<file path="src/rtl/mux_reg_pkg.sv">
// Shared constants for the registered N-way stream mux: mode encodings,
// reset values and the select-width helper.
package mux_reg_pkg;

    localparam logic MODE_DIRECT = 1'b0;
    localparam logic MODE_AUTO   = 1'b1;

    localparam logic        RST_VALID = 1'b0;
    localparam logic        RST_ERR   = 1'b0;
    localparam int unsigned RST_DATA  = 0;
    localparam int unsigned RST_SEL   = 0;
    localparam int unsigned RST_PTR   = 0;

    // Width of a channel index; at least one bit even for two channels.
    function automatic int sel_width(input int n);
        return (n <= 2) ? 1 : $clog2(n);
    endfunction

endpackage

</file>
<file path="src/rtl/mux_scan_ptr.sv">
// Round-robin scan pointer with a wrap-around search for the next enabled
// channel; the mask is all ones unless MUXREG_CH_MASK_EN is used at the top.
module mux_scan_ptr
    import mux_reg_pkg::*;
#(
    parameter int N_CH  = 8,
    parameter int SEL_W = 3
) (
    input  logic             clock,
    input  logic             reset,
    input  logic [N_CH-1:0]  en_mask,
    input  logic             advance,
    output logic [SEL_W-1:0] cur_idx,
    output logic             any_en
);

    logic [SEL_W-1:0] ptr_q;
    logic [SEL_W-1:0] ptr_d;
    logic [SEL_W-1:0] nxt_start;
    logic [SEL_W-1:0] nxt_idx;

    // First enabled channel at or after start, wrapping past N_CH-1.
    function automatic logic [SEL_W-1:0] find_en(input logic [N_CH-1:0]  m,
                                                 input logic [SEL_W-1:0] start);
        logic [SEL_W:0]   idx;
        logic             found;
        logic [SEL_W-1:0] res;
        found = 1'b0;
        res   = start;
        for (int k = 0; k < N_CH; k++) begin
            idx = {1'b0, start} + (SEL_W+1)'(k);
            if (idx >= (SEL_W+1)'(N_CH)) begin
                idx = idx - (SEL_W+1)'(N_CH);
            end
            if (!found && m[idx[SEL_W-1:0]]) begin
                found = 1'b1;
                res   = idx[SEL_W-1:0];
            end
        end
        return res;
    endfunction

    always_comb begin
        any_en    = |en_mask;
        cur_idx   = find_en(en_mask, ptr_q);
        nxt_start = (cur_idx == SEL_W'(N_CH-1)) ? '0 : cur_idx + SEL_W'(1);
        nxt_idx   = find_en(en_mask, nxt_start);
        ptr_d     = advance ? nxt_idx : ptr_q;
    end

    always_ff @(posedge clock or posedge reset) begin
        if (reset) begin
            ptr_q <= SEL_W'(RST_PTR);
        end else begin
            ptr_q <= ptr_d;
        end
    end

endmodule

</file>
<file path="src/rtl/mux_n_reg_stream.sv">
// N_CH-way registered mux with valid/ready output, direct or auto-scan select.
// Optional channel mask enabled by defining MUXREG_CH_MASK_EN.
module mux_n_reg_stream
    import mux_reg_pkg::*;
#(
    parameter  int XLEN  = 5,
    parameter  int N_CH  = 8,
    localparam int SEL_W = sel_width(N_CH)
) (
    input  logic                 clock,
    input  logic                 reset,
    input  logic [N_CH*XLEN-1:0] in_data,
    input  logic                 in_valid,
    output logic                 in_ready,
    input  logic [SEL_W-1:0]     select,
    input  logic                 mode,
`ifdef MUXREG_CH_MASK_EN
    input  logic [N_CH-1:0]      ch_mask,
`endif
    output logic [XLEN-1:0]      out_data,
    output logic [SEL_W-1:0]     out_sel,
    output logic                 out_valid,
    input  logic                 out_ready,
    output logic                 out_err
);

    logic [N_CH-1:0]  mask;
    logic [XLEN-1:0]  chan [N_CH];
    logic [SEL_W-1:0] cur_idx;
    logic             any_en;
    logic             auto_mode;
    logic             capture;
    logic             sel_in_range;
    logic [SEL_W-1:0] cap_sel;
    logic [SEL_W-1:0] safe_idx;
    logic             cap_err;
    logic [XLEN-1:0]  cap_data;

    logic [XLEN-1:0]  out_data_q,  out_data_d;
    logic [SEL_W-1:0] out_sel_q,   out_sel_d;
    logic             out_valid_q, out_valid_d;
    logic             out_err_q,   out_err_d;

`ifdef MUXREG_CH_MASK_EN
    assign mask = ch_mask;
`else
    assign mask = '1;
`endif

    for (genvar g = 0; g < N_CH; g++) begin : g_chan
        assign chan[g] = in_data[g*XLEN +: XLEN];
    end

    mux_scan_ptr #(
        .N_CH  (N_CH),
        .SEL_W (SEL_W)
    ) u_scan_ptr (
        .clock   (clock),
        .reset   (reset),
        .en_mask (mask),
        .advance (capture && auto_mode),
        .cur_idx (cur_idx),
        .any_en  (any_en)
    );

    // An empty mask blocks auto-scan captures; direct mode still captures as an error.
    always_comb begin
        auto_mode = (mode == MODE_AUTO);
        in_ready  = (!out_valid_q || out_ready) && !(auto_mode && !any_en);
        capture   = in_valid && in_ready;
    end

    always_comb begin
        sel_in_range = ({1'b0, select} < (SEL_W+1)'(N_CH));
        cap_err      = 1'b0;
        if (auto_mode) begin
            cap_sel = cur_idx;
        end else begin
            cap_sel = select;
            if (!sel_in_range) begin
                cap_err = 1'b1;
            end else if (!mask[select]) begin
                cap_err = 1'b1;
            end
        end
        safe_idx = cap_err ? '0 : cap_sel;
        cap_data = cap_err ? '0 : chan[safe_idx];
    end

    always_comb begin
        out_data_d  = out_data_q;
        out_sel_d   = out_sel_q;
        out_err_d   = out_err_q;
        out_valid_d = out_valid_q;
        if (capture) begin
            out_data_d  = cap_data;
            out_sel_d   = cap_sel;
            out_err_d   = cap_err;
            out_valid_d = 1'b1;
        end else if (out_ready) begin
            out_valid_d = 1'b0;
        end
    end

    always_ff @(posedge clock or posedge reset) begin
        if (reset) begin
            out_data_q  <= XLEN'(RST_DATA);
            out_sel_q   <= SEL_W'(RST_SEL);
            out_valid_q <= RST_VALID;
            out_err_q   <= RST_ERR;
        end else begin
            out_data_q  <= out_data_d;
            out_sel_q   <= out_sel_d;
            out_valid_q <= out_valid_d;
            out_err_q   <= out_err_d;
        end
    end

    assign out_data  = out_data_q;
    assign out_sel   = out_sel_q;
    assign out_valid = out_valid_q;
    assign out_err   = out_err_q;

endmodule
</file>
<file path="config.mk">
export PLATFORM = sky130hd
export DESIGN_NAME = mux_n_reg_stream
export DESIGN_NICKNAME = d
export VERILOG_FILES = /design/src/rtl/mux_reg_pkg.sv /design/src/rtl/mux_scan_ptr.sv /design/src/rtl/mux_n_reg_stream.sv
export SDC_FILE = /design/constraint.sdc
export NUM_CORES = 1
export LEC_CHECK = 0
export BUFFER_PORTS_ARGS = -buffer_cell sky130_fd_sc_hd__buf_2
export CAP_MARGIN = 20
export CORE_ASPECT_RATIO = 0.6
export CORE_UTILIZATION = 50
export DETAILED_ROUTE_END_ITERATION = 16
export PLACE_DENSITY = 0.76
export SLEW_MARGIN = 20
export SYNTH_ARGS = -nofsm -noshare
export SYNTH_HDL_FRONTEND = slang
export SYNTH_HIERARCHICAL = 1
export SYNTH_SLANG_ARGS = --single-unit
</file>
<file path="constraint.sdc">
create_clock -name clock -period 5 [get_ports clock]
set_input_delay 1 -clock clock [delete_from_list [all_inputs] [get_ports clock]]
set_output_delay 1 -clock clock [all_outputs]
set_load 0.005 [all_outputs]
</file>
==> metrics.cfg <==
[yosys]
synth_compound_area_frac = 0.296
synth-edff-count = 0
synth_cells = 387
synth-simple-area-share = 0.219
syn-cell-area_um2 = 3080
synth_xor_area_frac = 0.0114
synth-main-ff-cell = dfrtp_1
yosys-top-cells-area = mux4_2 14%, dfrtp_1 9.8%, mux2i_1 7.5%
synth-seq-cells = 12
async_flop_share = 1.00
synth_top_area_frac = 0.139
syn_avg_cell_area_um2 = 7.95
synth_top_family_by_area = compound AO/OA/AOI/OAI gates
ys_seq_area_frac = 0.0976
yosys_warnings = 6
synthMuxAreaShare = 0.271
yosys.area_share.adder = 0.0203
synth_cell_type_count = 71
synth_top_cell_by_area = mux4_2

[setup_path]
worstPathArrival_ns = 4.65
rr_worst_depth = 18
crit_fanout = 25
cp-start-kind = flip-flop
cp-end-kind = flip-flop
timing.rr.end = u_scan_ptr/ptr_q[1]
worstSetupPathType = reg -> reg
critical_path_required_ns = 5.15
critPathLaunch = u_scan_ptr/ptr_q[1]
ff2ff_setup_slack_ns = 0.50
reg2reg_from = u_scan_ptr/ptr_q[1]

[die]
rows = 21
fp.dieH_um = 62.8
core-area_um2 = 5750
die_area_um2 = 6480
start_util = 0.534
dieWidth_um = 103
io_pins = 59

[clock_network]
cts_buffers = 3
cts.hold.buffers_added = 0
htree_levels = 1
postCtsResizedCells = 0
tritoncts = done
clock_path_buffers = 2
post_cts_buffers = 0
insertion_delay_ns = 0.24
cts_root_buffer = clkbuf_8
clk_pin_slew_worst_paths_ns = 0.06
cts_sinks = 12

[run]
drv_cap = 0

[worst_hold_path]
hold_path_class = reg -> reg
worstHoldStart = out_sel[1]
hold_path_end = out_sel[1]
min_path_cells = 2

[route]
vias_per_cell = 6.22
first_pass_iters = 5
num_vias = 3295
post-route-drc-count = 0
routed_wl_um = 8770
drt-initial-drc-count = 269
final_antenna_net_count = 0
wl_per_cell_um = 16.6

[layout]
final_cell_mix = 57 x buf_2, 49 x nand2_1, 32 x nor2_1
drive_gt1_frac = 0.244
antenna_cells = 0
final_common_cell = buf_2
synthToLayoutAreaGrowth_pct = 12.8
final_nets = 504

[timing]
worstMarginPinSlew_ns = 0.696
max_freq_ghz = 0.222
slew_headroom = 0.535
clock_skew_ns = 0.00418
report.final.setup_viol = 0
period_share = 0.900
tns_ns = 0
hold_viol_final = 0
rsz0062_at_grt = no
layout_min_cycle_time_ns = 4.50
drv_slew = 0

[placed_design]
place_hpwl_um = 6950
port_buffers = 57
place_congestion = 0.928

[global_route]
grt_pass1_vias = 2745
gr-total-overflow = 0
grt_pass1_wl_um = 13800
grt_antenna_before_repair = 0
grt_max_degree = 26
track_usage = 0.271

[run_status]
status = complete, no violations

cell usage after synthesis (8+ instances only):
cell,instances
nand2b_1,14
a22oi_1,8
dfrtp_1,12
nor2_1,32
mux2i_1,23
a22o_1,8
a21oi_1,19
a211oi_1,10
o21ai_0,16
nor2b_1,10
nand2_1,49
inv_1,20
mux4_2,19
buf_2,13
o21ai_1,12
layout make-up:
type                    instances  area [µm²]
clock buffers                   4        55.1
fillers                       545        2290
inverters                      20        75.1
multi-input cells             352        2620
flip-flops and latches         12         300
well taps                      80         100
repair buffers                 62         323
metrics by stage:
step / hold WS, ns / setup slack (ns) / util / instance area [µm²] / cells
after global placement: 0.466 / 0.762 / 0.593 / 3410 / 526
final: 0.491 / 0.498 / 0.603 / 3470 / 530
after global routing: 0.518 / 0.0726 / 0.603 / 3470 / 530
after CTS: 0.494 / 0.577 / 0.603 / 3470 / 530
after floorplan: 0.473 / 0.857 / - / 3170 / 412
after detailed placement: 0.481 / 0.598 / 0.593 / 3410 / 526
logic make-up after synthesis:
kind of cell | after synthesis
xor gates and xnor gates | 4
buffers and inverters | 48
other | 2
and+or+nand+nor | 139
muxes | 53
DFF | 12
adders and majority gates | 5
AOI/OAI and AO/OA | 124
registers in the layout (all words and copies together), names as in the netlist:
signal            count
out_data              5
out_sel               3
u_scan_ptr/ptr_q      3
out_valid             1
per-layer routing:
| layer | GRT usage | share of wire |
|---|---|---|
| met5 | 0 | 0 |
| met4 | 0.0229 | 0.0043 |
| met3 | 0.0694 | 0.11 |
| met2 | 0.361 | 0.40 |
| met1 | 0.442 | 0.49 |
critical path, stage by stage (launching register included):
cell,delay [ns]
dfrtp_1,0.45
inv_1,0.14
ha_1,0.29
buf_4,0.19
a21oi_1,0.13
a21oi_1,0.10
nor2_1,0.09
a21oi_1,0.04
buf_4,0.20
ha_1,0.75
nand2b_1,0.20
a211oi_1,0.09
nor4_1,0.57
a221oi_1,0.20
nor2_1,0.26
a31oi_1,0.11
o32ai_1,0.17
mux2i_1,0.13
a311oi_1,0.29
worst max path at each step:
stage,slack (ns),to,cells past startpoint
after floorplan,0.86,u_scan_ptr/ptr_q[2],20
after global placement,0.76,u_scan_ptr/ptr_q[2],18
after CTS,0.58,u_scan_ptr/ptr_q[1],18
final,0.50,u_scan_ptr/ptr_q[1],18
after detailed placement,0.60,u_scan_ptr/ptr_q[1],18
after global routing,0.07,u_scan_ptr/ptr_q[1],18
Power is not shown: default switching activity piles up to over one toggle a cycle in this logic, so the estimate is an artifact.
